## src/rtl/inv_pkg.sv

```systemverilog
// Shared types and defaults for the vending-slot inventory manager.
package inv_pkg;

  typedef enum logic [1:0] {
    IDLE = 2'd0,
    CLIP = 2'd1,
    DONE = 2'd2
  } rs_state_t;

  localparam int DEF_N_PROD     = 4;
  localparam int DEF_CNT_W      = 4;
  localparam int DEF_CAPACITY   = 15;
  localparam int DEF_MAX_SUPPLY = 15;
  localparam int DEF_INIT_STOCK = 0;
  localparam int DEF_LOW_THRESH = 2;

  function automatic int id_width(input int n);
    return (n <= 2) ? 1 : $clog2(n);
  endfunction

endpackage

```

## src/rtl/restock_clip.sv

```systemverilog
// Three-way minimum of requested quantity, remaining supply and stock headroom.
module restock_clip #(
  parameter int CNT_W = 4
) (
  input  logic [CNT_W-1:0] qty,
  input  logic [CNT_W-1:0] supply,
  input  logic [CNT_W-1:0] headroom,
  output logic [CNT_W-1:0] applied,
  output logic             clipped
);

  logic [CNT_W:0] q, s, h, m1, m2;

  always_comb begin
    q  = {1'b0, qty};
    s  = {1'b0, supply};
    h  = {1'b0, headroom};
    m1 = (q < s) ? q : s;
    m2 = (m1 < h) ? m1 : h;
    applied = m2[CNT_W-1:0];
    clipped = (m2 < q);
  end

endmodule

```

## src/rtl/inventory_manager.sv

```systemverilog
// Per-product stock/supply tracker: one-unit sales every cycle plus a
// three-state restock transaction that clips to supply and free capacity.
module inventory_manager
  import inv_pkg::*;
#(
  parameter int N_PROD     = DEF_N_PROD,
  parameter int CNT_W      = DEF_CNT_W,
  parameter int CAPACITY   = DEF_CAPACITY,
  parameter int MAX_SUPPLY = DEF_MAX_SUPPLY,
  parameter int INIT_STOCK = DEF_INIT_STOCK,
  parameter int LOW_THRESH = DEF_LOW_THRESH,
  localparam int ID_W      = id_width(N_PROD)
) (
  input  logic                    clk,
  input  logic                    rst,
  input  logic                    restock_valid,
  output logic                    restock_ready,
  input  logic [ID_W-1:0]         restock_id,
  input  logic [CNT_W-1:0]        restock_qty,
  output logic                    restock_done,
  output logic [CNT_W-1:0]        restock_applied,
  output logic                    restock_clipped,
  input  logic                    sale_valid,
  input  logic [ID_W-1:0]         sale_id,
  output logic                    sale_ok,
  output logic                    sale_fail,
  input  logic                    refill,
  output logic [N_PROD*CNT_W-1:0] stock_flat,
  output logic [N_PROD*CNT_W-1:0] supply_flat,
  output logic [N_PROD*CNT_W-1:0] headroom_flat,
  output logic [N_PROD-1:0]       low_flag
);

  if (N_PROD < 2 || CAPACITY >= 2**CNT_W || MAX_SUPPLY >= 2**CNT_W ||
      INIT_STOCK > CAPACITY) begin : g_bad_param
    $fatal(1, "inventory_manager: parameter out of range");
  end

  localparam logic [CNT_W-1:0] CAP_C  = CNT_W'(CAPACITY);
  localparam logic [CNT_W-1:0] MAXS_C = CNT_W'(MAX_SUPPLY);
  localparam logic [CNT_W-1:0] INIT_C = CNT_W'(INIT_STOCK);

  rs_state_t        state, state_nxt;
  logic [ID_W-1:0]  id_q;
  logic [CNT_W-1:0] qty_q, applied_q;
  logic             clipped_q;
  logic [CNT_W-1:0] stock [N_PROD];
  logic [CNT_W-1:0] supply [N_PROD];
  logic [CNT_W-1:0] stock_nxt [N_PROD];
  logic             id_ok, sale_id_ok, sale_hit, accept;
  logic [CNT_W-1:0] sale_stock, sel_stock, sel_supply, sel_after, sel_headroom;
  logic [CNT_W-1:0] applied;
  logic             clipped;

  assign id_ok      = ({1'b0, restock_id} < (ID_W+1)'(N_PROD));
  assign sale_id_ok = ({1'b0, sale_id} < (ID_W+1)'(N_PROD));
  assign accept     = (state == IDLE) && restock_valid && id_ok;

  always_comb begin
    sale_stock = '0;
    sel_stock  = '0;
    sel_supply = '0;
    for (int unsigned i = 0; i < N_PROD; i++) begin
      if (sale_id == ID_W'(i)) sale_stock = stock[i];
      if (id_q == ID_W'(i)) begin
        sel_stock  = stock[i];
        sel_supply = supply[i];
      end
    end
    sale_hit = sale_valid && sale_id_ok && (sale_stock != '0);
    // Headroom must see a same-cycle sale on the restocked product.
    sel_after    = sel_stock - CNT_W'(sale_hit && (sale_id == id_q));
    sel_headroom = CAP_C - sel_after;
  end

  restock_clip #(.CNT_W(CNT_W)) u_clip (
    .qty      (qty_q),
    .supply   (sel_supply),
    .headroom (sel_headroom),
    .applied  (applied),
    .clipped  (clipped)
  );

  always_comb begin
    for (int unsigned i = 0; i < N_PROD; i++) begin
      stock_nxt[i] = stock[i];
      if (sale_hit && (sale_id == ID_W'(i))) stock_nxt[i] = stock_nxt[i] - CNT_W'(1);
      if ((state == CLIP) && (id_q == ID_W'(i))) stock_nxt[i] = stock_nxt[i] + applied;
    end
  end

  always_comb begin
    state_nxt     = state;
    restock_ready = 1'b0;
    case (state)
      IDLE: begin
        restock_ready = 1'b1;
        if (restock_valid && id_ok) state_nxt = CLIP;
      end
      CLIP:    state_nxt = DONE;
      DONE:    state_nxt = IDLE;
      default: state_nxt = IDLE;
    endcase
  end

  always_ff @(posedge clk or posedge rst) begin
    if (rst) state <= IDLE;
    else     state <= state_nxt;
  end

  always_ff @(posedge clk or posedge rst) begin
    if (rst) begin
      id_q      <= '0;
      qty_q     <= '0;
      applied_q <= '0;
      clipped_q <= 1'b0;
      sale_ok   <= 1'b0;
      sale_fail <= 1'b0;
      for (int unsigned i = 0; i < N_PROD; i++) begin
        stock[i]    <= INIT_C;
        supply[i]   <= MAXS_C;
        low_flag[i] <= (INIT_STOCK <= LOW_THRESH);
      end
    end else begin
      if (accept) begin
        id_q  <= restock_id;
        qty_q <= restock_qty;
      end
      if (state == CLIP) begin
        applied_q <= applied;
        clipped_q <= clipped;
      end
      sale_ok   <= sale_hit;
      sale_fail <= sale_valid && !sale_hit;
      for (int unsigned i = 0; i < N_PROD; i++) begin
        stock[i]    <= stock_nxt[i];
        low_flag[i] <= (int'(stock_nxt[i]) <= LOW_THRESH);
        if (refill)
          supply[i] <= MAXS_C;
        else if ((state == CLIP) && (id_q == ID_W'(i)))
          supply[i] <= supply[i] - applied;
      end
    end
  end

  assign restock_done    = (state == DONE);
  assign restock_applied = restock_done ? applied_q : '0;
  assign restock_clipped = restock_done && clipped_q;

  always_comb begin
    stock_flat    = '0;
    supply_flat   = '0;
    headroom_flat = '0;
    for (int unsigned i = 0; i < N_PROD; i++) begin
      stock_flat[i*CNT_W +: CNT_W]    = stock[i];
      supply_flat[i*CNT_W +: CNT_W]   = supply[i];
      headroom_flat[i*CNT_W +: CNT_W] = CAP_C - stock[i];
    end
  end

endmodule

```

## config.mk

```make
export PLATFORM = sky130hd
export DESIGN_NAME = inventory_manager
export DESIGN_NICKNAME = d
export VERILOG_FILES = /design/src/rtl/inv_pkg.sv /design/src/rtl/restock_clip.sv /design/src/rtl/inventory_manager.sv
export SDC_FILE = /design/constraint.sdc
export NUM_CORES = 1
export LEC_CHECK = 0
export CAP_MARGIN = 40
export CORE_MARGIN = 8
export CORE_UTILIZATION = 56
export CTS_CLUSTER_DIAMETER = 60
export DETAILED_ROUTE_END_ITERATION = 12
export PLACE_DENSITY = 0.85
export SYNTH_ARGS = -nofsm -noshare
export SYNTH_HDL_FRONTEND = slang
export SYNTH_SLANG_ARGS = --single-unit
```

## constraint.sdc

```tcl
create_clock -name clk -period 14.9 [get_ports clk]
set_clock_uncertainty 0.2 [all_clocks]
set_input_delay 2.98 -clock clk [delete_from_list [all_inputs] [get_ports clk]]
set_output_delay 2.98 -clock clk [all_outputs]
set_load 0.02 [all_outputs]
```

==> results of run 1 <==
worst min path at each step:
stage | from | end | slack, ps | depth (start not counted)
2_1_floorplan | applied_q[3] | applied_q[3] | 240 | 2
3_3_place_gp | applied_q[3] | applied_q[3] | 250 | 2
6_report | applied_q[3] | applied_q[3] | 280 | 2
4_1_cts | applied_q[3] | applied_q[3] | 290 | 2
5_1_grt | applied_q[3] | applied_q[3] | 310 | 2
3_5_place_dp | applied_q[3] | applied_q[3] | 260 | 2
critical path, stage by stage:
cell and delay [ps]:
clkdlybuf4s50_1 620, a31oi_1 340, nand2_1 80, a21oi_1 200, and2_1 170, and3_1 190
ha_1 150, nand2_1 70, xnor2_1 160, ha_1 310, o21ai_0 90, a21oi_1 160
nor2_1 80, a31oi_2 240, mux2i_2 260, buf_4 280, ha_1 270, nor2b_1 130
o21a_1 160, nor2_1 110, xnor2_1 90, o21ai_0 180, or3b_2 470
area by class of cell:
cell class	count	share of cell area
clock buffer	6	0.01518
clock inverter	2	0.01257
timing repair buffer	75	0.1586
tap	80	0.02094
sequential	51	0.2723
multi-input combinational	272	0.4804
inverter	51	0.04005
kinds of logic (layout without fill, tap and decap cells):
family          after synthesis  in the layout  share of synthesized area
xor+xnor                     32             32                    0.07268
simple gates                100            100                     0.1243
mux                          26             26                     0.1003
fa+ha+maj                    49             49                     0.1746
compound gates               65             65                     0.1226
buf+inv                      65            134                    0.06813
flops                        51             51                     0.3374
layer usage:
| layer | share of wire | track usage | vias to the layer above |
|---|---|---|---|
| li1 | - | - | 1454 |
| met1 | 0.40 | 0.2471 | 1522 |
| met2 | 0.53 | 0.3758 | 100 |
| met3 | 0.055 | 0.04158 | 23 |
| met4 | 0.023 | 0.07792 | 0 |
| met5 | 0 | 0 | - |
metrics by stage:
step                      hold WS (ps)  setup slack, ps  instances
after floorplan                  237.6             6984        388
after global placement           250.8             7131        528
after detailed placement         264.8             6919        529
after CTS                        287.5             7182        537
after global routing             314.4             6701        537
final                            281.4             7136        537
power by group:
part | switching [mW] | internal (mW)
clock network | 0.0460 | 0.0671
registers | 0.0539 | 0.187
logic | 0.433 | 0.362
cells in the mapped netlist (2+ instances only):
library cell / number
a211o_1: 10
a211oi_1: 3
a211oi_2: 2
a21o_1: 8
a21oi_1: 13
a31oi_1: 2
a31oi_2: 2
and2_1: 7
and3_1: 2
buf_2: 9
clkbuf_1: 4
dfrtp_1: 31
dfstp_2: 20
fa_1: 8
ha_1: 41
inv_1: 51
mux2_2: 11
mux2i_1: 6
mux4_1: 2
mux4_2: 6
nand2_1: 26
nand2b_1: 3
nand3_1: 6
nand3b_1: 3
nor2_1: 31
nor2b_1: 5
nor3_1: 7
nor4_1: 2
o21ai_0: 14
o31ai_1: 2
or2_2: 2
or3_1: 2
or3b_2: 2
xnor2_1: 26
xor2_1: 6
state kept, by name, indices dropped and copies added, names as in the netlist:
signal	flops
stock_flat	16
supply_flat	16
applied_q	4
low_flag	4
qty_q	4
id_q	2
state	2
clipped_q	1
sale_fail	1
sale_ok	1
==> impl_metrics.py, run 1 <==
metrics = {
    "run_status": {
        "status": "completed",
    },
    "layout": {
        "seqCellArea_sq_mm": 0.001301,
        "drive_above_1_share": 0.1313,
        "finish.utilization": 0.7114,
        "final_common_cell": "clkdlybuf4s50_1",
        "n_antenna_cell": 0,
        "syn_to_final_growth_pct": 23.95,
        "fin_area_sq_mm": 0.004780,
        "most-common-layout-cells": "clkdlybuf4s50_1, inv_1, ha_1",
        "multiInputGateArea_sq_mm": 0.002296,
        "nets": 518,
        "nFillCells": 496,
    },
    "floorplan": {
        "initial_utilization": 0.5739,
        "rows": 30,
        "dieArea_sq_mm": 0.009797,
        "fp.dieH_um": 98.98,
        "ios": 74,
        "die_w_um": 98.98,
        "core_region_area_sq_mm": 0.006719,
    },
    "setup_path": {
        "crit_end": "supply_flat[15]",
        "rr_worst_depth": 22,
        "setup.worst_path.class": "input pin to register",
        "required_ps": 14930,
        "r2r_start": "id_q[1]",
        "start_kind": "input pin",
        "r2r_slack_ps": 8920,
        "crit_path_start": "sale_id[0]",
        "endpoint_kind": "register",
        "rr_endpoint": "supply_flat[15]",
        "cp_max_fo": 12,
        "arrival_ps": 7790,
    },
    "clocking": {
        "cts_resized": 0,
        "cts.path.max_buffers": 2,
        "hold_buffers": 0,
        "clk_latency_ps": 300,
        "cts_buffers": 5,
        "cts.sinks": 51,
        "root_buffer": "clkbuf_8",
        "cts.htree.levels": 2,
        "cts_setup_buffers": 0,
        "cts.clk_slew.worst_paths_ps": 90,
        "cts_tree": "yes",
    },
    "hold_path": {
        "hold_class": "register to register",
    },
    "sta": {
        "worst_slew_pin_slew_ps": 765.4,
        "rsz0062_at_grt": "no",
        "setup_viol": 0,
        "post-route-period-util": 0.5211,
        "period_needed_ps": 7764,
        "hold_viol": 0,
        "drv_slew": 0,
        "tns_ps": 0,
        "fmax_mhz": 128.8,
        "max_slew_margin": 0.4898,
    },
    "synth": {
        "synth_area_sq_mm": 0.003856,
        "synth.avg_cell_area_sq_um": 9.939,
        "synth_edf_count": 0,
        "synth_seq_cells": 51,
        "synthTopCellsByArea": "dfrtp_1, dfstp_2, ha_1, xnor2_1, inv_1",
        "synth.top_cell.area_share": 0.2012,
        "ys_warn_count": 0,
        "yosysSeqAreaShare": 0.3374,
        "yosys.cell_types.count": 48,
        "ys_async_sr_fraction": 1.000,
        "yosysTopAreaCell": "dfrtp_1",
        "synth_nets": 450,
        "synthFlopType": "dfrtp_1",
        "syn-instance-count": 388,
    },
    "flow_run": {
        "drv_cap": 0,
    },
    "detailed_routing": {
        "drc": 0,
        "routed_wl_mm": 9.958,
        "drt_first_pass_iters": 4,
        "vias": 3099,
        "avgViaCountPerCell": 5.771,
        "drt_iter0_drc": 143,
        "postRouteAntennaNets": 0,
        "wl_per_cell_um": 18.54,
    },
    "power_and_ir_drop": {
        "total_leakage_power_nw": 2.167,
        "max-vdd-ir-drop_uv": 133.2,
        "finalPower_mw": 1.150,
        "power.density_mw_per_mm2": 240.6,
    },
    "global_route": {
        "grtUsageTotal": 0.2124,
        "grt-ovfl-total": 0,
        "grt_max_degree": 28,
        "grt_pass1_vias": 3357,
        "antenna_found_initial": 0,
        "grt_pass1_wl_mm": 16.75,
    },
    "place": {
        "placed_cell_area_sq_mm": 0.004647,
        "dp_hpwl_mm": 7.788,
        "place.gp.congestion": 0.8995,
        "io_buffers": 73,
    },
}
No activity file was read; power rests on OpenSTA's default activity.
==> inputs of run 2 (changes only) <==
Settings changed: CORE_UTILIZATION 56 to 48, PLACE_DENSITY 0.85 to 0.78.
Clock period 14.9 ns to 6.8 ns, I/O delays scaled along.
==> impl_metrics.py, run 2 (synthesized netlist as in run 1, its figures left out) <==
metrics = {
    "setup_path": {
        "cp_slowest_cell": "clkdlybuf4s50_1",
        "arrival_ps": 6150,
        "endpoint_kind": "register",
        "crit_buf_inv": 3,
        "start_kind": "input pin",
        "cp_max_fo": 12,
        "setup.worst_path.class": "input pin to register",
        "critPathMaxStageDelay_ps": 710,
        "required_ps": 6840,
        "crit_family": "simple AND/OR/NAND/NOR gates",
        "path_cells": "clkdlybuf4s50_1 -> inv_1 -> nor4_1 -> a21oi_1 -> and2_1 -> and3_1 -> ha_1 -> xnor2_1 -> ha_1 -> o21ai_0 -> a21oi_1 -> nor2_1 -> a31oi_2 -> mux2i_2 -> buf_4 -> ha_1 -> nor2b_1 -> o21a_1 -> nor2_1 -> xnor2_1 -> o21ai_0 -> or3b_2",
        "cp_common_cell": "ha_1",
    },
    "detailed_routing": {
        "drc": 0,
        "avgViaCountPerCell": 5.486,
        "postRouteAntennaNets": 0,
        "vias": 3072,
        "routed_wl_mm": 9.784,
        "wl_per_cell_um": 17.47,
        "drt_first_pass_iters": 4,
        "drt_iter0_drc": 191,
    },
    "global_route": {
        "grt_pass1_wl_mm": 16.32,
        "antenna_found_initial": 0,
        "grt-ovfl-total": 0,
        "grt_pass1_vias": 3271,
        "grtUsageTotal": 0.1778,
        "grt_max_degree": 39,
    },
    "place": {
        "dp_hpwl_mm": 7.683,
        "place.gp.congestion": 0.9222,
        "io_buffers": 73,
        "pre_cts_ws_ps": 443.8,
    },
    "layout": {
        "nFillCells": 673,
        "most-common-layout-cells": "clkdlybuf4s50_1, inv_1, ha_1",
        "drive_above_1_share": 0.1332,
        "finish.utilization": 0.6142,
        "syn_to_final_growth_pct": 23.72,
        "final_common_cell": "clkdlybuf4s50_1",
        "nets": 519,
        "n_antenna_cell": 0,
    },
    "sta": {
        "tns_ps": 0,
        "fmax_mhz": 163.4,
        "hold_viol": 0,
        "worst_slew_pin_slew_ps": 666.1,
        "setup_viol": 0,
        "drv_slew": 0,
        "max_slew_margin": 0.5559,
        "rsz0062_at_grt": "no",
        "fin_ws_ps": 681.7,
        "post-route-period-util": 0.8997,
        "period_needed_ps": 6118,
    },
    "clocking": {
        "cts.sinks": 51,
        "cts_resized": 0,
        "clk_latency_ps": 320,
        "cts_buffers": 5,
        "cts_tree": "yes",
        "root_buffer": "clkbuf_8",
        "cts_setup_buffers": 0,
        "cts.clk_slew.worst_paths_ps": 100,
        "cts.path.max_buffers": 2,
        "cts.htree.levels": 2,
        "hold_buffers": 0,
    },
    "floorplan": {
        "die_w_um": 105.6,
        "initial_utilization": 0.4965,
        "rows": 32,
        "core_region_area_sq_mm": 0.007767,
        "dieArea_sq_mm": 0.01116,
        "ios": 74,
        "fp.dieH_um": 105.6,
    },
    "flow_run": {
        "drv_cap": 0,
    },
    "power_and_ir_drop": {
        "total_leakage_power_nw": 2.148,
        "max-vdd-ir-drop_uv": 340.7,
        "power.density_mw_per_mm2": 509.7,
    },
    "hold_path": {
        "hold_class": "register to register",
    },
    "run_status": {
        "status": "completed",
    },
}
==> run 2: cell types whose count changed in the layout (fill, tap and decap cells not counted), sizes merged <==
cell / before / now
bufinv: 2 / 0
clkinvlp: 0 / 1
inv: 51 / 52
buf: 2 / 3
==> run 2: final timing paths <==
path,start,end,slack (ps),depth (start not counted)
min,applied_q[3],applied_q[3],280,2
min in group asynchronous,rst,stock_flat[11],1110,2
min reg2reg,applied_q[3],applied_q[3],280,2
max,sale_id[0],supply_flat[15],680,22
max reg2reg,id_q[1],supply_flat[15],800,22
max in group asynchronous,rst,supply_flat[9],4700,3
==> run 2: tightest hold or removal path, delay by kind of cell, from the launching register on <==
family / cells / cell delay [ps]
flops: 1 / 350
simple gates: 2 / 100
==> run 2: power by group <==
group / switching (mW) / internal, mW
clock: 0.108 / 0.0742
combinational: 0.933 / 0.794
sequential: 0.112 / 0.410
==> run 2: cell type report <==
type | instances | area, sq um | share of cell area
multi-input combinational | 272 | 2296 | 0.4812
sequential | 51 | 1301 | 0.2728
timing repair buffer | 76 | 765.7 | 0.1605
inverter | 51 | 191.4 | 0.04013
tap | 102 | 127.6 | 0.02675
clock buffer | 6 | 72.57 | 0.01521
clock inverter | 2 | 16.27 | 0.003409
==> run 2: stage by stage <==
stage          instances  power [mW]  cell area, sq um  hold slack [ps]
6_report             560       2.432              4771            280.8
5_1_grt              560       2.658              4771            308.8
4_1_cts              560       2.448              4771            286.2
3_5_place_dp         552       2.249              4682            262.1
3_3_place_gp         551       2.180              4662            255.9
2_1_floorplan        388       1.685              3856            237.6
==> run 2: routing by layer <==
layer / wire (um) / GRT usage
met1: 4053 / 0.2115
met2: 4978 / 0.3170
met3: 596 / 0.03776
met4: 155 / 0.04724
met5: 0 / 0
